**src/rtl/coffee_pkg.sv**
```systemverilog
// Constants and state encoding shared between the front-panel conditioner
// and the coffee FSM it feeds.
package coffee_pkg;

  localparam int unsigned DEBOUNCE_CYCLES_DEF = 4;
  localparam int unsigned LOCKOUT_CYCLES_DEF  = 8;

  typedef enum logic [1:0] {
    COFFEE_OFF  = 2'd0,
    COFFEE_IDLE = 2'd1,
    COFFEE_BREW = 2'd2,
    COFFEE_DONE = 2'd3
  } coffee_state_t;

endpackage

```
**src/rtl/btn_debounce.sv**
```systemverilog
// One push-button path: 2-flop synchronizer, debounce counter and
// rising-edge detect on the debounced level.
module btn_debounce
  import coffee_pkg::*;
#(
  parameter int unsigned DEBOUNCE_CYCLES = DEBOUNCE_CYCLES_DEF
) (
  input  logic clock,
  input  logic reset,
  input  logic btn,
  output logic stable,
  output logic press
);

  localparam int unsigned CW = $clog2(DEBOUNCE_CYCLES + 1);
  localparam logic [CW-1:0] CNT_LAST = CW'(DEBOUNCE_CYCLES - 1);

  logic          s1;
  logic          s2;
  logic          stable_q;
  logic [CW-1:0] cnt;

  always_ff @(posedge clock or posedge reset) begin
    if (reset) begin
      s1       <= 1'b0;
      s2       <= 1'b0;
      stable   <= 1'b0;
      stable_q <= 1'b0;
      cnt      <= '0;
    end else begin
      s1       <= btn;
      s2       <= s1;
      stable_q <= stable;
      // Accept on the edge the count would reach DEBOUNCE_CYCLES.
      if (s2 == stable) begin
        cnt <= '0;
      end else if (cnt == CNT_LAST) begin
        stable <= s2;
        cnt    <= '0;
      end else begin
        cnt <= cnt + 1'b1;
      end
    end
  end

  assign press = stable & ~stable_q;

endmodule

```
**src/rtl/coffee_panel_input.sv**
```systemverilog
// Front-panel conditioner: debounced power toggle driving `on`, and
// gated one-cycle brew requests with a post-brew lockout window.
module coffee_panel_input
  import coffee_pkg::*;
#(
  parameter int unsigned DEBOUNCE_CYCLES = DEBOUNCE_CYCLES_DEF,
  parameter int unsigned LOCKOUT_CYCLES  = LOCKOUT_CYCLES_DEF
) (
  input  logic clock,
  input  logic reset,
  input  logic btn_power,
  input  logic btn_brew,
  output logic on,
  output logic gen,
  output logic lockout
);

  localparam int unsigned LW = $clog2(LOCKOUT_CYCLES + 1);

  logic          power_stable;
  logic          power_press;
  logic          brew_stable;
  logic          brew_press;
  logic          brew_accept;
  logic          unused_stable;
  logic [LW-1:0] lock_cnt;

  btn_debounce #(.DEBOUNCE_CYCLES(DEBOUNCE_CYCLES)) u_power (
    .clock  (clock),
    .reset  (reset),
    .btn    (btn_power),
    .stable (power_stable),
    .press  (power_press)
  );

  btn_debounce #(.DEBOUNCE_CYCLES(DEBOUNCE_CYCLES)) u_brew (
    .clock  (clock),
    .reset  (reset),
    .btn    (btn_brew),
    .stable (brew_stable),
    .press  (brew_press)
  );

  assign unused_stable = power_stable ^ brew_stable;

  // Power wins over a coincident brew press; rejected presses are dropped.
  assign brew_accept = brew_press & on & ~lockout & ~power_press;

  always_ff @(posedge clock or posedge reset) begin
    if (reset) begin
      on       <= 1'b0;
      gen      <= 1'b0;
      lock_cnt <= '0;
    end else begin
      on  <= on ^ power_press;
      gen <= brew_accept;
      if (power_press && on) begin
        lock_cnt <= '0;
      end else if (brew_accept) begin
        lock_cnt <= LW'(LOCKOUT_CYCLES);
      end else if (lock_cnt != '0) begin
        lock_cnt <= lock_cnt - 1'b1;
      end
    end
  end

  assign lockout = (lock_cnt != '0);

endmodule
```
**config.mk**
```make
export PLATFORM = sky130hd
export DESIGN_NAME = coffee_panel_input
export DESIGN_NICKNAME = d
export VERILOG_FILES = /design/src/rtl/coffee_pkg.sv /design/src/rtl/btn_debounce.sv /design/src/rtl/coffee_panel_input.sv
export SDC_FILE = /design/constraint.sdc
export NUM_CORES = 1
export LEC_CHECK = 0
export BUFFER_PORTS_ARGS = -buffer_cell sky130_fd_sc_hd__buf_4
export CORE_UTILIZATION = 50
export DETAILED_ROUTE_END_ITERATION = 10
export GPL_TIMING_DRIVEN = 1
export PLACE_DENSITY = 0.69
export REMOVE_ABC_BUFFERS = 1
export SLEW_MARGIN = 20
export SYNTH_ARGS = -nofsm -noshare
export SYNTH_HDL_FRONTEND = slang
export SYNTH_SLANG_ARGS = --single-unit
```
**constraint.sdc**
```tcl
create_clock -name clock -period 1.9 [get_ports clock]
set_input_delay 0.19 -clock clock [delete_from_list [all_inputs] [get_ports clock]]
set_output_delay 0.19 -clock clock [all_outputs]
set_load 0.02 [all_outputs]
```
Word level (Yosys, flattened, before mapping) --
Index checks and enable logic that the tools add are counted.
Storage, ports and cells: output and inout port bits 3, bits in latches 0, input bits 4, flip-flop bits (word level) 20, memory bits (read-only) 0, word-level logic and storage cells 44, memories kept 0, memory bits (writable) 0
Cells by class: order comparisons 0, equality and inequality tests 4, shift operators 0, $add $sub $neg 3, bitwise operators 12, divide/modulo/power cells 0, $mul 0, mux-type cells 7, reduce and logical (&&, ||, !) cells 5
Operators with widths (count):
- $mux 3 | 4
- $mux 4 | 3
- $add 3x1->3 const B | 2
- $eq 3x2->1 const B | 2
- $not 1->1 | 6
- $and 1x1->1 | 5
- $reduce_and 2->1 | 2
- $reduce_bool 4->1 | 1
- $sub 4x1->4 const B | 1
- $reduce_bool 3->1 | 1
- $eq 1x1->1 | 2
- $logic_and 1x1->1 | 1
- $xor 1x1->1 | 1

Depth between registers and ports, before layout --
depth in word-level cells 7, depth in mapped cells 5, mapped depth without buffers 5

Hierarchy --
A second synthesis with hierarchy kept.
Second synthesis, totals: cell total of the unflattened synthesis 62, area, all modules 839.6 um^2
Modules (own cells, without submodules):
- btn_debounce | cells each 16, instances 2, area each 256.5 um^2, seq. area each 175.2 um^2
- coffee_panel_input | cells each 30, instances 1, area each 326.6 um^2, seq. area each 150.1 um^2

Worst setup path after synthesis --
OpenSTA, ideal clock, no wires.
kind register to register, start register lock_cnt[1], end register lock_cnt[1], path buffers 0, data arrival time 1.263 ns, stages on the path, launching flop included 6, clock period less this slack 1.366 ns, library setup time 0.103 ns, slack 0.534 ns, data required time 1.797 ns, cells stage by stage dfrtp_1 inv_1 ha_1 nor3b_4 inv_1 o41ai_2
Between the ends: word-level cells in the longest chain between the ends 6, elaborated cells on any way between the ends 9, those cells by class add/sub (1); mux (3); bitwise (3); reduce/logical (2)
Ends and longest elaborated chain:
- start: declaration | RTL line coffee_panel_input.sv:26 | logic [LW-1:0] lock_cnt;
- start signal: assignment | RTL line coffee_panel_input.sv:60 | lock_cnt <= LW'(LOCKOUT_CYCLES);
- start signal: assignment | RTL line coffee_panel_input.sv:62 | lock_cnt <= lock_cnt - 1'b1;
- $reduce_bool 4->1 * | RTL line coffee_panel_input.sv:67 | assign lockout = (lock_cnt != '0);
- net lockout | RTL line coffee_panel_input.sv:15 | output logic lockout
- $not 1->1 | RTL line coffee_panel_input.sv:47 | assign brew_accept = brew_press & on & ~lockout & ~power_press;
- $and 1x1->1 (2 in series) | RTL line coffee_panel_input.sv:47
- $mux 4 | RTL line coffee_panel_input.sv:59 | end else if (brew_accept) begin
- $mux 4 | RTL line coffee_panel_input.sv:57 | if (power_press && on) begin
The timed path passes the listed nets; every way through them passes the cells marked *. The select of a mux whose other input is x is not followed. A chain may end at the register's enable or synchronous reset.

Worst setup path in the final report --
start register lock_cnt[1], end output lockout
Between the ends: word-level cells in the longest chain between the ends 1
Ends and longest elaborated chain (RTL line):
- $reduce_bool 4->1 | coffee_panel_input.sv:67
- end: declaration | coffee_panel_input.sv:15
Every way passes these cells.

==> flow_metrics.py <==
metrics = {
    "run_status": {
        "status": "complete, no violations",
    },
    "pwr": {
        "p_comb_share_pct": 35.1,
        "switching_power_uw": 493,
        "switching_share_pct": 31.6,
        "vdd_ir_drop_max_mv": 1.04,
        "seqPwrFrac_pct": 43.1,
        "p_leak_uw": 0.000447,
        "power_density_nw_per_um2": 1640,
        "pwr-share-clk_pct": 21.7,
        "p_int_uw": 1070,
    },
    "grt": {
        "grt_pass1_wl_mm": 1.90,
        "grt-busiest-layer": "met2",
        "antenna_found_initial": 0,
        "use_met1_pct": 19.8,
        "grt_pass1_vias": 460,
        "grt.total_usage_pct": 14.7,
        "grt.overflow.total": 0,
        "grt_start_max_net_pins": 21,
        "globalRouteMet3Util_pct": 2.59,
        "grt_use_met2_pct": 21.9,
    },
    "sta": {
        "max_freq_ghz": 0.572,
        "drv_slew": 0,
        "fin_worst_skew_ns": 0.000817,
        "setup_viol": 0,
        "slew_headroom_pct": 51.2,
        "min_period_over_period_pct": 92.0,
        "hold_viol": 0,
        "worst_pin_slew_ns": 0.731,
        "rsz0062_at_grt": "no",
        "fin_setup_tns_ns": 0,
        "min_period_ns": 1.75,
    },
    "route": {
        "drtIter0Drc": 11,
        "wl_mm": 1.07,
        "dr.pass1.iters": 4,
        "drt-wirelength-per-cell_um": 12.3,
        "vias": 468,
        "drc_errors": 0,
        "ant_nets": 0,
        "vias_per_cell": 5.38,
    },
    "final_layout": {
        "drive_gt1_share_pct": 26.8,
        "diodes": 0,
        "largest_register_ffs": 4,
        "reg_top3": "lock_cnt (4), u_brew.cnt (3), u_power.cnt (3)",
        "top_register": "lock_cnt",
        "layout_common_cells": "dfrtp_1 (20), buf_4 (7), inv_1 (4), ha_1 (4)",
        "finalNetCount": 80,
        "syn_to_final_growth_pct": 18.0,
        "final_common_cell": "dfrtp_1",
        "finalInstanceArea_um2": 951,
    },
    "setup_path": {
        "setup.worst_path.start_class": "flip-flop",
        "reg2reg_depth": 6,
        "crit_required_ns": 1.71,
        "cp_top_family": "buffers and inverters",
        "path_common_cell": "inv_1",
        "crit_buf_inv": 3,
        "crit_fanout": 4,
        "critPathMaxStageDelay_ns": 0.40,
        "critPathCaptureType": "primary output",
        "critical_path_class": "reg2out",
        "critPathSlowestCell": "dfrtp_1",
        "path_depth": 5,
        "crit_arrival_ns": 1.56,
        "crit_chain": "inv_1, ha_1, nor3b_4, inv_1, buf_4",
    },
    "synth": {
        "async_reset_ff_share_pct": 100,
        "yosys_warnings": 0,
        "synthesis.area_per_instance_um2": 13.9,
        "syn_inst": 58,
        "yosysUniqueCellTypes": 20,
        "ys.flop_type": "dfrtp_1",
        "synth_area_um2": 806,
        "synth-edff-count": 0,
        "yosysSeqAreaShare_pct": 62.1,
        "synth-seq-cells": 20,
    },
    "clocking": {
        "cts_tree": "built",
        "cts_max_level": 1,
        "numCtsBuffers": 3,
        "clkSinkCount": 20,
        "cts.clk_slew.worst_paths_ns": 0.11,
        "clock_latency_ns": 0.29,
        "cts_resized": 0,
        "clockRootBuffer": "clkbuf_4",
        "cts.path.max_buffers": 2,
    },
    "place": {
        "portBuffers": 6,
        "placed_area_um2": 871,
        "gp_congestion": 0.825,
        "hpwl_um": 720,
    },
    "floorplan": {
        "die_width_um": 42.1,
        "core-area_um2": 1510,
        "die_area_um2": 1780,
        "start_util_pct": 53.5,
        "rows": 14,
        "io_pins": 7,
        "die_h_um": 42.1,
    },
    "hold_path": {
        "hold_path.class": "in2async",
    },
    "job": {
        "drv_cap": 0,
    },
}
[per-layer routing]
metal,wire [um],vias up
li1,-,227
met5,0,-
met3,34,2
met4,9,0
met2,483,11
met1,540,228
[metrics by stage]
stage / setup slack (ns) / total power (uW) / hold slack [ns] / std cells / utilization [%]
after global routing: 0.0323 / 1660 / 0.0840 / 87 / 63.1
after CTS: 0.0758 / 1560 / 0.0266 / 86 / 62.6
after detailed placement: 0.437 / 1210 / 0.300 / 80 / 57.8
after floorplan: 0.534 / 1080 / 0.154 / 58 / -
after global placement: 0.462 / 1200 / 0.300 / 80 / 57.8
final: 0.152 / 1560 / 0.0104 / 87 / 63.1
[repair_timing]
item / in CTS / in global routing
buffers inserted: 0 / 1
hold buffers: 2 / 0
endpoints found under the setup margin: 0 / 1
endpoints found under the hold margin: 2 / 0
[power groups by stage]
stage / clock, uW / sequential [uW] / combinational, uW
after detailed placement: 0 / 683 / 523
after CTS: 352 / 673 / 537
final: 339 / 673 / 548
after global placement: 0 / 679 / 519
after floorplan: 0 / 677 / 405
after global routing: 360 / 693 / 605
[layout make-up]
cell class | instances | area (um2)
repair buffers | 9 | 72.6
clock buffers | 3 | 22.5
clock inverters | 1 | 30.0
well taps | 16 | 20.0
fillers | 120 | 556
flip-flops and latches | 20 | 500
inverters | 4 | 15.0
multi-input cells | 34 | 290
[cell usage after synthesis, types with 2 or more instances]
master,n,area (um2)
inv_1,4,15.0
nor2b_1,3,18.8
ha_1,4,50.1
or3_1,2,12.5
dfrtp_1,20,500
nor3b_1,3,22.5
nand2_1,2,7.51
nor3_1,3,15.0
xnor2_1,2,17.5
mux2_2,3,33.8
nor2_1,3,11.3
[cell families (layout without fill, tap and decap cells)]
family,count (synthesis),count (layout),share of synthesized area [%]
AO/OA/AOI/OAI,5,5,6.21
XOR/XNOR,2,2,2.17
adder cells (fa/ha/maj),4,4,6.21
buffers and inverters,4,17,1.86
flip-flops,20,20,62.1
multiplexers,3,3,4.19
AND/OR/NAND/NOR,20,20,17.2
[final timing paths]
kind	startpoint	slack, ns	to
setup / recovery	lock_cnt[1]	0.15	lockout
hold / removal	reset	0.01	u_brew.s2
setup reg to reg	lock_cnt[1]	0.38	lock_cnt[3]
hold reg to reg	u_power.s1	0.36	u_power.s2
max in group asynchronous	reset	1.43	lock_cnt[3]
min in group clock	u_power.s1	0.36	u_power.s2
Note: power is estimated with default switching activity, not from simulation.
